==> src/rtl/clock_set_ctrl.sv <==
// HH:MM:SS timekeeping controller: 1 Hz prescaler, 24-hour counters,
// two-button time/alarm set FSM and a sticky alarm flag.
module clock_set_ctrl #(
    parameter int DIV = 50_000_000
) (
    input  logic       clk,
    input  logic       rst_n,
    input  logic       mode_btn,
    input  logic       inc_btn,
    input  logic       alarm_en,
    input  logic       alarm_ack,
    output logic [5:0] sec,
    output logic [5:0] min,
    output logic [4:0] hr,
    output logic [5:0] alm_min,
    output logic [4:0] alm_hr,
    output logic [2:0] state,
    output logic       tick,
    output logic       alarm_ring
);

    // state    | meaning
    // S_RUN    | time advances on prescaler wrap
    // S_SET_HR | inc bumps hours
    // S_SET_MIN| inc bumps minutes, leaving clears seconds
    // S_SET_AHR| inc bumps alarm hours
    // S_SET_AMIN| inc bumps alarm minutes
    localparam logic [2:0] S_RUN      = 3'd0;
    localparam logic [2:0] S_SET_HR   = 3'd1;
    localparam logic [2:0] S_SET_MIN  = 3'd2;
    localparam logic [2:0] S_SET_AHR  = 3'd3;
    localparam logic [2:0] S_SET_AMIN = 3'd4;

    localparam int             PW       = $clog2(DIV);
    localparam logic [PW-1:0]  PRE_LAST = PW'(DIV - 1);

    logic [PW-1:0] presc;
    logic          mode_q;
    logic          inc_q;
    logic          mode_rise;
    logic          inc_rise;
    logic          run_tick;
    logic [2:0]    state_nx;
    logic [5:0]    sec_nx;
    logic [5:0]    min_nx;
    logic [4:0]    hr_nx;
    logic          sec_wrap;
    logic          min_wrap;
    logic          alarm_hit;

    assign mode_rise = mode_btn & ~mode_q;
    assign inc_rise  = inc_btn & ~inc_q;
    // A mode change in the wrap cycle wins; the tick is dropped with the prescaler.
    assign run_tick  = (state == S_RUN) && !mode_rise && (presc == PRE_LAST);

    always_comb begin
        state_nx = S_RUN;
        case (state)
            S_RUN:      state_nx = S_SET_HR;
            S_SET_HR:   state_nx = S_SET_MIN;
            S_SET_MIN:  state_nx = S_SET_AHR;
            S_SET_AHR:  state_nx = S_SET_AMIN;
            default:    state_nx = S_RUN;
        endcase
    end

    always_comb begin
        sec_wrap = (sec == 6'd59);
        min_wrap = (min == 6'd59);
        sec_nx   = sec_wrap ? 6'd0 : sec + 6'd1;
        min_nx   = min;
        hr_nx    = hr;
        if (sec_wrap) begin
            min_nx = min_wrap ? 6'd0 : min + 6'd1;
            if (min_wrap) begin
                hr_nx = (hr == 5'd23) ? 5'd0 : hr + 5'd1;
            end
        end
        alarm_hit = (sec_nx == 6'd0) && (min_nx == alm_min) && (hr_nx == alm_hr);
    end

    always_ff @(posedge clk or negedge rst_n) begin
        if (!rst_n) begin
            mode_q  <= 1'b0;
            inc_q   <= 1'b0;
            presc   <= '0;
            state   <= S_RUN;
            tick    <= 1'b0;
            sec     <= 6'd0;
            min     <= 6'd0;
            hr      <= 5'd0;
            alm_min <= 6'd0;
            alm_hr  <= 5'd0;
        end else begin
            mode_q <= mode_btn;
            inc_q  <= inc_btn;
            tick   <= 1'b0;
            if (mode_rise) begin
                state <= state_nx;
                presc <= '0;
                if (state == S_SET_MIN) begin
                    sec <= 6'd0;
                end
            end else begin
                case (state)
                    S_RUN: begin
                        if (run_tick) begin
                            presc <= '0;
                            tick  <= 1'b1;
                            sec   <= sec_nx;
                            min   <= min_nx;
                            hr    <= hr_nx;
                        end else begin
                            presc <= presc + 1'b1;
                        end
                    end
                    S_SET_HR: if (inc_rise) hr <= (hr == 5'd23) ? 5'd0 : hr + 5'd1;
                    S_SET_MIN: if (inc_rise) min <= (min == 6'd59) ? 6'd0 : min + 6'd1;
                    S_SET_AHR: if (inc_rise) alm_hr <= (alm_hr == 5'd23) ? 5'd0 : alm_hr + 5'd1;
                    S_SET_AMIN: if (inc_rise) alm_min <= (alm_min == 6'd59) ? 6'd0 : alm_min + 6'd1;
                    default: state <= S_RUN;
                endcase
            end
        end
    end

    // Clearing beats setting, so a held ack masks a match in the same cycle.
    always_ff @(posedge clk or negedge rst_n) begin
        if (!rst_n) begin
            alarm_ring <= 1'b0;
        end else if (alarm_ack || !alarm_en) begin
            alarm_ring <= 1'b0;
        end else if (run_tick && alarm_hit) begin
            alarm_ring <= 1'b1;
        end
    end

endmodule

==> config.mk <==
export PLATFORM = sky130hd
export DESIGN_NAME = clock_set_ctrl
export DESIGN_NICKNAME = d
export VERILOG_FILES = /design/src/rtl/clock_set_ctrl.sv
export SDC_FILE = /design/constraint.sdc
export NUM_CORES = 1
export LEC_CHECK = 0
export ABC_AREA = 1
export CORE_UTILIZATION = 40
export DETAILED_ROUTE_END_ITERATION = 8
export PLACE_DENSITY = 0.57
export SYNTH_ARGS = -nofsm -noshare
export SYNTH_HDL_FRONTEND = slang
export SYNTH_SLANG_ARGS = --single-unit
==> constraint.sdc <==
create_clock -name clk -period 2.95 [get_ports clk]
set_input_delay 0.59 -clock clk [delete_from_list [all_inputs] [get_ports clk]]
set_output_delay 0.59 -clock clk [all_outputs]
set_load 0.1 [all_outputs]
== After elaboration in Yosys (flattened, before gate mapping) ==
Index checks and enable logic that the tools add are counted.
Widths: inputs -> output; s select.
Operators by class
  $add $sub $neg: 6
  equal/unequal tests: 17
  multiplexer cells: 29
  bitwise logic cells: 5
  reductions and logical operators: 21
Operators with widths (number)
  $mux 26: 3
  $mux 6: 10
  $mux 5: 6
  $add 26x1->26 const B: 1
  $eq 26x26->1 const B: 1
  $add 6x1->6 const B: 3
  $eq 6x6->1 const B: 3
  $pmux 3 s4: 1
  $pmux 6 s2: 1
  $add 5x1->5 const B: 2
  $eq 5x5->1 const B: 2
  $pmux 5 s2: 1
  $reduce_bool 2->1: 5
  $reduce_and 3->1: 3
  $reduce_and 4->1: 2
  $eq 3x2->1 const B: 2
  $eq 6x6->1: 1
  $logic_not 6->1: 1
  $mux 3: 2
  $ne 2x2->1 const B: 3
  $eq 5x5->1: 1
  $logic_and 1x1->1: 5
  $mux 1: 5
  $reduce_or 5->1: 1
  8 further kinds: 13
Word-level totals
  register bits after elaboration: 61
  bits of input ports: 6
  word-level logic and storage cells: 89

== Depth between registers and ports, before layout ==
Gate-level depths: netlist (run 1).
  word-level depth: 9
  mapped depth: 14
  depth with buffers taken out: 14

== Worst setup path after synthesis (run 1) ==
Ideal clock, no wire load.
  kind: register -> register
  from: reg sec[0]
  to: reg alarm_ring
  arrival: 2360 ps
  slack: 512 ps
  cell stages (with the launch flop): 13
  path buffers: 1
  clock period less this slack: 2438 ps
  cells stage by stage: dfrtp_1 -> ha_1 -> nand3_2 -> nor2_4 -> buf_6 -> nand3_1 -> nand2_1 -> nand2_1 -> nand2_1 -> nand2_1 -> nor2_1 -> nand3_1 -> a21oi_1
Between the ends
  word-level cells in the longest chain between the ends: 7
  elaborated cells on any way between the ends: 12
Ends and longest elaborated chain
  from (decl): line 12  | output logic [5:0] sec,
  from (signal assigned): line 110  | sec <= sec_nx;
  $add 6x1->6 / $eq 6x6->1 (equally long branches): line 70, 68
  $mux 6, on equally long branches: line 70, 73
  $logic_not 6->1 / $eq 6x6->1 (equally long branches): line 79  | alarm_hit = (sec_nx == 6'd0) && (min_nx == alm_min) && (hr_nx == alm_hr);
  $logic_and 1x1->1: line 79
  $logic_and 1x1->1 (*): line 79
  $logic_and 1x1->1 (*): line 133  | end else if (run_tick && alarm_hit) begin
  $reduce_bool 2->1 (no line) (*)
  to (signal assigned): line 130  | alarm_ring <= 1'b0;
  to (signal assigned): line 132  | alarm_ring <= 1'b0;
  to (signal assigned): line 134  | alarm_ring <= 1'b1;
  to (decl): line 19  | output logic alarm_ring
Mark *: on every way between the ends. The rest lies on a longest branch, timed or not.
A chain may end at the register's enable or synchronous reset.

== Worst setup path in the final report (run 1) ==
Ends and elaborated chain as after synthesis.

==> impl_metrics.py, run 1 <==
metrics = {
    "final_layout": {
        "nets": 607,
        "antennaDiodeCount": 0,
        "synthToLayoutAreaGrowth_pct": 16.4,
        "drive_gt1_frac": 0.163,
        "num-fill-cells": 1012,
    },
    "sta": {
        "clock.fmax_mhz": 430,
        "finClkSkew_ns": 0.0111,
        "tightest_slew_ns": 0.699,
        "post-route-period-util": 0.788,
        "finalSetupViolCount": 0,
        "finalSetupTns_ns": 0,
        "finalHoldViolCount": 0,
        "fin_hold_ws_ns": 0.277,
        "rsz0062_at_grt": "no",
        "relSlewSlack": 0.534,
        "period_needed_ns": 2.32,
        "maxSlewViolCount": 0,
    },
    "synthesis": {
        "yosysWarningCount": 0,
        "synth_top_flop_cell": "dfrtp_1",
        "syn_inst": 552,
        "syn_area_um2": 4000,
        "synth_seq_cells": 61,
        "synth_edf_count": 0,
        "synth_common_cells": "144 x nand2_1, 65 x inv_1, 61 x dfrtp_1",
        "yosysTopAreaCell": "dfrtp_1",
        "yosysUniqueCellTypes": 43,
        "ys_seq_area_frac": 0.381,
        "syn-num-nets": 564,
        "synth_most_common_cell": "nand2_1",
        "ys_async_sr_fraction": 1.00,
        "synth_top_area_frac": 0.381,
        "syn_avg_cell_area_um2": 7.25,
        "synth_area_leaders": "dfrtp_1 38%, nand2_1 14%, nand3_1 6.1%",
    },
    "global_route": {
        "grt-ovfl-total": 0,
        "grt_first_pass_wirelength_um": 17300,
        "gr-usage-all-layers": 0.215,
        "antenna_found_initial": 0,
        "grt_max_degree": 34,
        "grt_pass1_vias": 3651,
    },
    "setup_path": {
        "r2r-start": "sec[0]",
        "arrival_ns": 2.60,
        "end_kind": "flip-flop",
        "path_max_fanout": 16,
        "path_class": "flip-flop to flip-flop",
        "startpoint": "sec[0]",
        "cp-start-kind": "flip-flop",
        "required_ns": 3.23,
    },
    "floorplan": {
        "start_util": 0.411,
        "ios": 39,
        "design.die.area_um2": 10400,
        "core_um2": 9730,
        "rows": 36,
        "die_w_um": 102,
        "die_h_um": 102,
    },
    "clock_tree": {
        "clk_path_buf_depth": 2,
        "path_clk_slew_ns": 0.08,
        "cts_root_buf": "clkbuf_8",
        "cts_hold_buffers": 0,
        "cts_tree": "yes",
        "postCtsSetupBuffers": 0,
        "clkSinkCount": 61,
        "cts_buffers": 9,
        "clk_latency_ns": 0.35,
        "htree_levels": 3,
        "cts_resized": 0,
    },
    "placed_design": {
        "gp_congestion": 0.861,
        "port_buffers": 38,
        "hpwl_um": 7610,
    },
    "routing": {
        "firstDrtPassIters": 5,
        "dr.first_iter.drc_count": 175,
        "totalWireLength_um": 10300,
        "postRouteAntennaNets": 0,
        "post_drt_wl_per_cell_um": 14.0,
        "drc": 0,
        "avgViaCountPerCell": 5.19,
        "vias": 3801,
    },
    "power": {
        "vdd_ir_drop_max_mv": 0.516,
        "p_per_area_nw_per_um2": 1030,
        "power.leakage_nw": 2.19,
    },
    "job": {
        "max-cap-violations": 0,
    },
    "min_path": {
        "min_path_type": "primary input to async pin",
    },
    "run_status": {
        "outcome": "complete, no violations",
    },
}
==> final cells by class <==
type / count / area, um2 / area share
multi-input combinational: 408 / 2140 / 0.460
sequential: 61 / 1530 / 0.328
timing repair buffer: 40 / 320 / 0.0687
inverter: 75 / 282 / 0.0604
tap: 133 / 166 / 0.0357
clock buffer: 9 / 124 / 0.0266
clock inverter: 7 / 100 / 0.0215
==> registers in the layout, indices dropped and copies added, names as in the netlist <==
name and flops:
alm_min 6, mode_q 1, alm_hr 5, presc 26, hr 5, sec 6
alarm_ring 1, state 3, min 6, inc_q 1, tick 1
==> power by group <==
part           total, mW  leakage, nW  switching (mW)  internal (mW)
combinational       2.66         1.29            2.03          0.632
sequential          1.28        0.800           0.271           1.01
clock              0.854        0.102           0.376          0.478
==> worst max-delay path: stages (launching register included) <==
cell and delay [ns]:
dfrtp_1 0.49, ha_1 0.29, nand3_2 0.11, nor2_4 0.36
nand2_2 0.25, o21ai_2 0.19, nand2_1 0.07, nand2_1 0.07
nand2_1 0.06, nor2_1 0.14, nand3_1 0.10, a21oi_1 0.12
==> kinds of logic (layout without fill, tap and decap cells) <==
kind of cell | after synthesis | after routing | synth area share
flops | 61 | 61 | 0.381
simple gates | 291 | 291 | 0.344
compound gates | 98 | 98 | 0.143
xor+xnor | 13 | 13 | 0.0284
fa+ha+maj | 6 | 6 | 0.0188
buf+inv | 83 | 131 | 0.0835
==> per-stage QoR <==
stage	cell area, um2	utilization	instances	total power [mW]	setup slack [ns]
after floorplan	4000	-	552	3.38	0.512
after global placement	4440	0.456	717	3.95	0.470
after detailed placement	4440	0.456	717	3.96	0.379
after CTS	4660	0.479	733	4.83	0.640
after global routing	4660	0.479	733	5.12	0.421
final	4660	0.479	733	4.80	0.626
==> metal layers <==
layer	global-route usage	share of wire
met1	0.291	0.46
met3	0.0383	0.036
met5	0	0
met2	0.353	0.49
met4	0.0637	0.011
==> layout by cell type, fill, tap and decap left out, types with 3 or more instances in the layout <==
master / instances
nand4_1: 14
xor2_1: 11
clkdlybuf4s50_1: 4
nand3_1: 49
nor3_1: 9
nand2_1: 144
ha_1: 6
o22ai_1: 14
nand2_2: 6
nor2_2: 13
inv_1: 65
nor2_4: 5
inv_2: 9
nor2_1: 34
o21ai_0: 39
o21ai_1: 7
o31ai_1: 5
clkbuf_8: 9
o211ai_1: 5
clkinvlp_4: 3
a21oi_1: 18
buf_4: 34
nand3_2: 3
dfrtp_1: 61
==> final timing paths <==
path	endpoint	slack (ns)	depth (start not counted)
worst max-delay path	alarm_ring	0.63	11
worst min-delay path	alm_hr[0]	0.28	1
worst max register to register	alarm_ring	0.63	11
worst min register to register	alarm_ring	0.52	2
max in group asynchronous	sec[2]	2.03	2
min in group clk	alarm_ring	0.52	2
Note: power is estimated with default switching activity, not from simulation.
==> run 2, diff against run 1 <==
PLACE_DENSITY = 0.6   (was 0.57)
clock period = 1.9 ns   (was 2.95 ns; I/O delays follow)
==> impl_metrics.py, run 2 (same netlist as run 1, synthesis figures left out) <==
metrics = {
    "power": {
        "power.leakage_nw": 2.73,
        "p_per_area_nw_per_um2": 1500,
        "vdd_ir_drop_max_mv": 0.888,
        "power_mw": 8.67,
    },
    "routing": {
        "totalWireLength_um": 11400,
        "dr_wl_met2_um": 5710,
        "drc": 0,
        "top_layer_used": "met4",
        "avgViaCountPerCell": 5.20,
        "post_drt_wl_per_cell_um": 14.2,
        "postRouteAntennaNets": 0,
        "dr.first_iter.drc_count": 197,
        "wl_met1_um": 4940,
        "wl_met3_um": 649,
        "firstDrtPassIters": 5,
        "vias": 4188,
    },
    "setup_path": {
        "required_ns": 2.17,
        "end_kind": "flip-flop",
        "path_max_fanout": 4,
        "cp-start-kind": "flip-flop",
        "path_class": "flip-flop to flip-flop",
        "arrival_ns": 2.17,
    },
    "final_layout": {
        "largest_register_ffs": 26,
        "nets": 680,
        "regArea_um2": 1560,
        "regMostFlops": "presc",
        "synthToLayoutAreaGrowth_pct": 44.6,
        "antennaDiodeCount": 0,
        "fin_util": 0.595,
        "num-fill-cells": 891,
        "drive_gt1_frac": 0.320,
        "final_cell_mix": "138 x nand2_1, 67 x buf_4, 62 x inv_1",
        "fin_area_um2": 5790,
        "multiInputGateArea_um2": 2320,
        "layout.cells.non_filler": 805,
        "layout_commonest_cell": "nand2_1",
    },
    "placed_design": {
        "port_buffers": 38,
        "hpwl_um": 8240,
        "gp_congestion": 0.877,
        "place_area_um2": 5270,
        "dp_slack_ns": -0.219,
        "placed_cells": 773,
    },
    "sta": {
        "fin_ws_ns": 0.000815,
        "fin_hold_ws_ns": 0.0210,
        "tightest_slew_ns": 0.556,
        "maxSlewViolCount": 0,
        "finClkSkew_ns": 0.0133,
        "finalSetupTns_ns": 0,
        "finalSetupViolCount": 0,
        "rsz0062_at_grt": "yes",
        "post-route-period-util": 1.00,
        "clock.fmax_mhz": 527,
        "period_needed_ns": 1.90,
        "relSlewSlack": 0.629,
        "finalHoldViolCount": 0,
    },
    "clock_tree": {
        "path_clk_slew_ns": 0.08,
        "cts_buffers": 9,
        "clkSinkCount": 61,
        "clk_path_buf_depth": 2,
        "htree_levels": 3,
        "cts_tree": "yes",
        "cts_root_buf": "clkbuf_8",
        "clk_latency_ns": 0.34,
        "cts_hold_buffers": 0,
    },
    "floorplan": {
        "rows": 36,
        "start_util": 0.411,
        "die_w_um": 102,
        "design.die.area_um2": 10400,
        "core_um2": 9730,
        "die_h_um": 102,
        "ios": 39,
    },
    "global_route": {
        "antenna_found_initial": 0,
        "gr-usage-all-layers": 0.225,
        "grt_first_pass_wirelength_um": 18300,
        "grt-ovfl-total": 0,
        "grt_pass1_vias": 3813,
        "grt_max_degree": 21,
    },
    "run_status": {
        "outcome": "complete, no violations",
    },
    "job": {
        "max-cap-violations": 0,
    },
    "min_path": {
        "min_path_type": "primary input to async pin",
    },
}
-- run 2: cell count changes in the layout (fill, tap and decap cells not counted), sizes merged --
cell	change
bufinv	-2
buf	+71
clkinv	-1
clkbuf	+5
nand2	+1
nor2	+1
clkinvlp	-3
-- run 2: worst paths after layout --
check                           start          to  slack [ns]  depth (start not counted)
hold reg to reg            alarm_ring  alarm_ring        0.51                          2
min in group clk           alarm_ring  alarm_ring        0.51                          2
setup reg to reg             state[2]  alarm_ring      0.0008                         12
setup / recovery             state[2]  alarm_ring      0.0008                         12
hold / removal                  rst_n       hr[2]        0.02                          1
max in group asynchronous       rst_n    presc[2]        1.27                          2
-- run 2: what timing repair did --
action / in CTS / in global routing
setup endpoints to repair: 1 / 24
setup buffers: 2 / 12
pin swaps: 1 / 22
resized for setup: 9 / 53
cloned: 1 / 2
-- run 2: area by class of cell --
| class | count | share of cell area |
|---|---|---|
| Clock buffer | 14 | 0.0316 |
| Clock inverter | 1 | 0.000865 |
| Inverter | 75 | 0.0491 |
| Multi-Input combinational cell | 410 | 0.402 |
| Sequential cell | 61 | 0.269 |
| Tap cell | 133 | 0.0288 |
| Timing Repair Buffer | 111 | 0.219 |
-- run 2: worst max-delay path: stages, from the launching register on --
cell and delay (ns):
dfrtp_4 0.49, nor2_4 0.10, inv_2 0.06, nor2_4 0.15
nand2_2 0.07, nor2_2 0.13, nand3_2 0.12, buf_6 0.16
nor2_2 0.11, nand3_2 0.09, nor2_2 0.12, nand3_1 0.09
a21oi_1 0.14
-- run 2: per-layer routing --
| layer | global-route usage | vias to the layer above |
|---|---|---|
| li1 | - | 2090 |
| met1 | 0.288 | 1953 |
| met5 | 0 | - |
| met3 | 0.0465 | 12 |
| met2 | 0.387 | 133 |
| met4 | 0.0593 | 0 |
-- run 2: power by group --
group	switching (mW)	internal (mW)	total (mW)
clock network	0.507	0.609	1.12
registers	0.430	1.60	2.03
logic	3.50	2.02	5.52
total	4.44	4.23	8.67
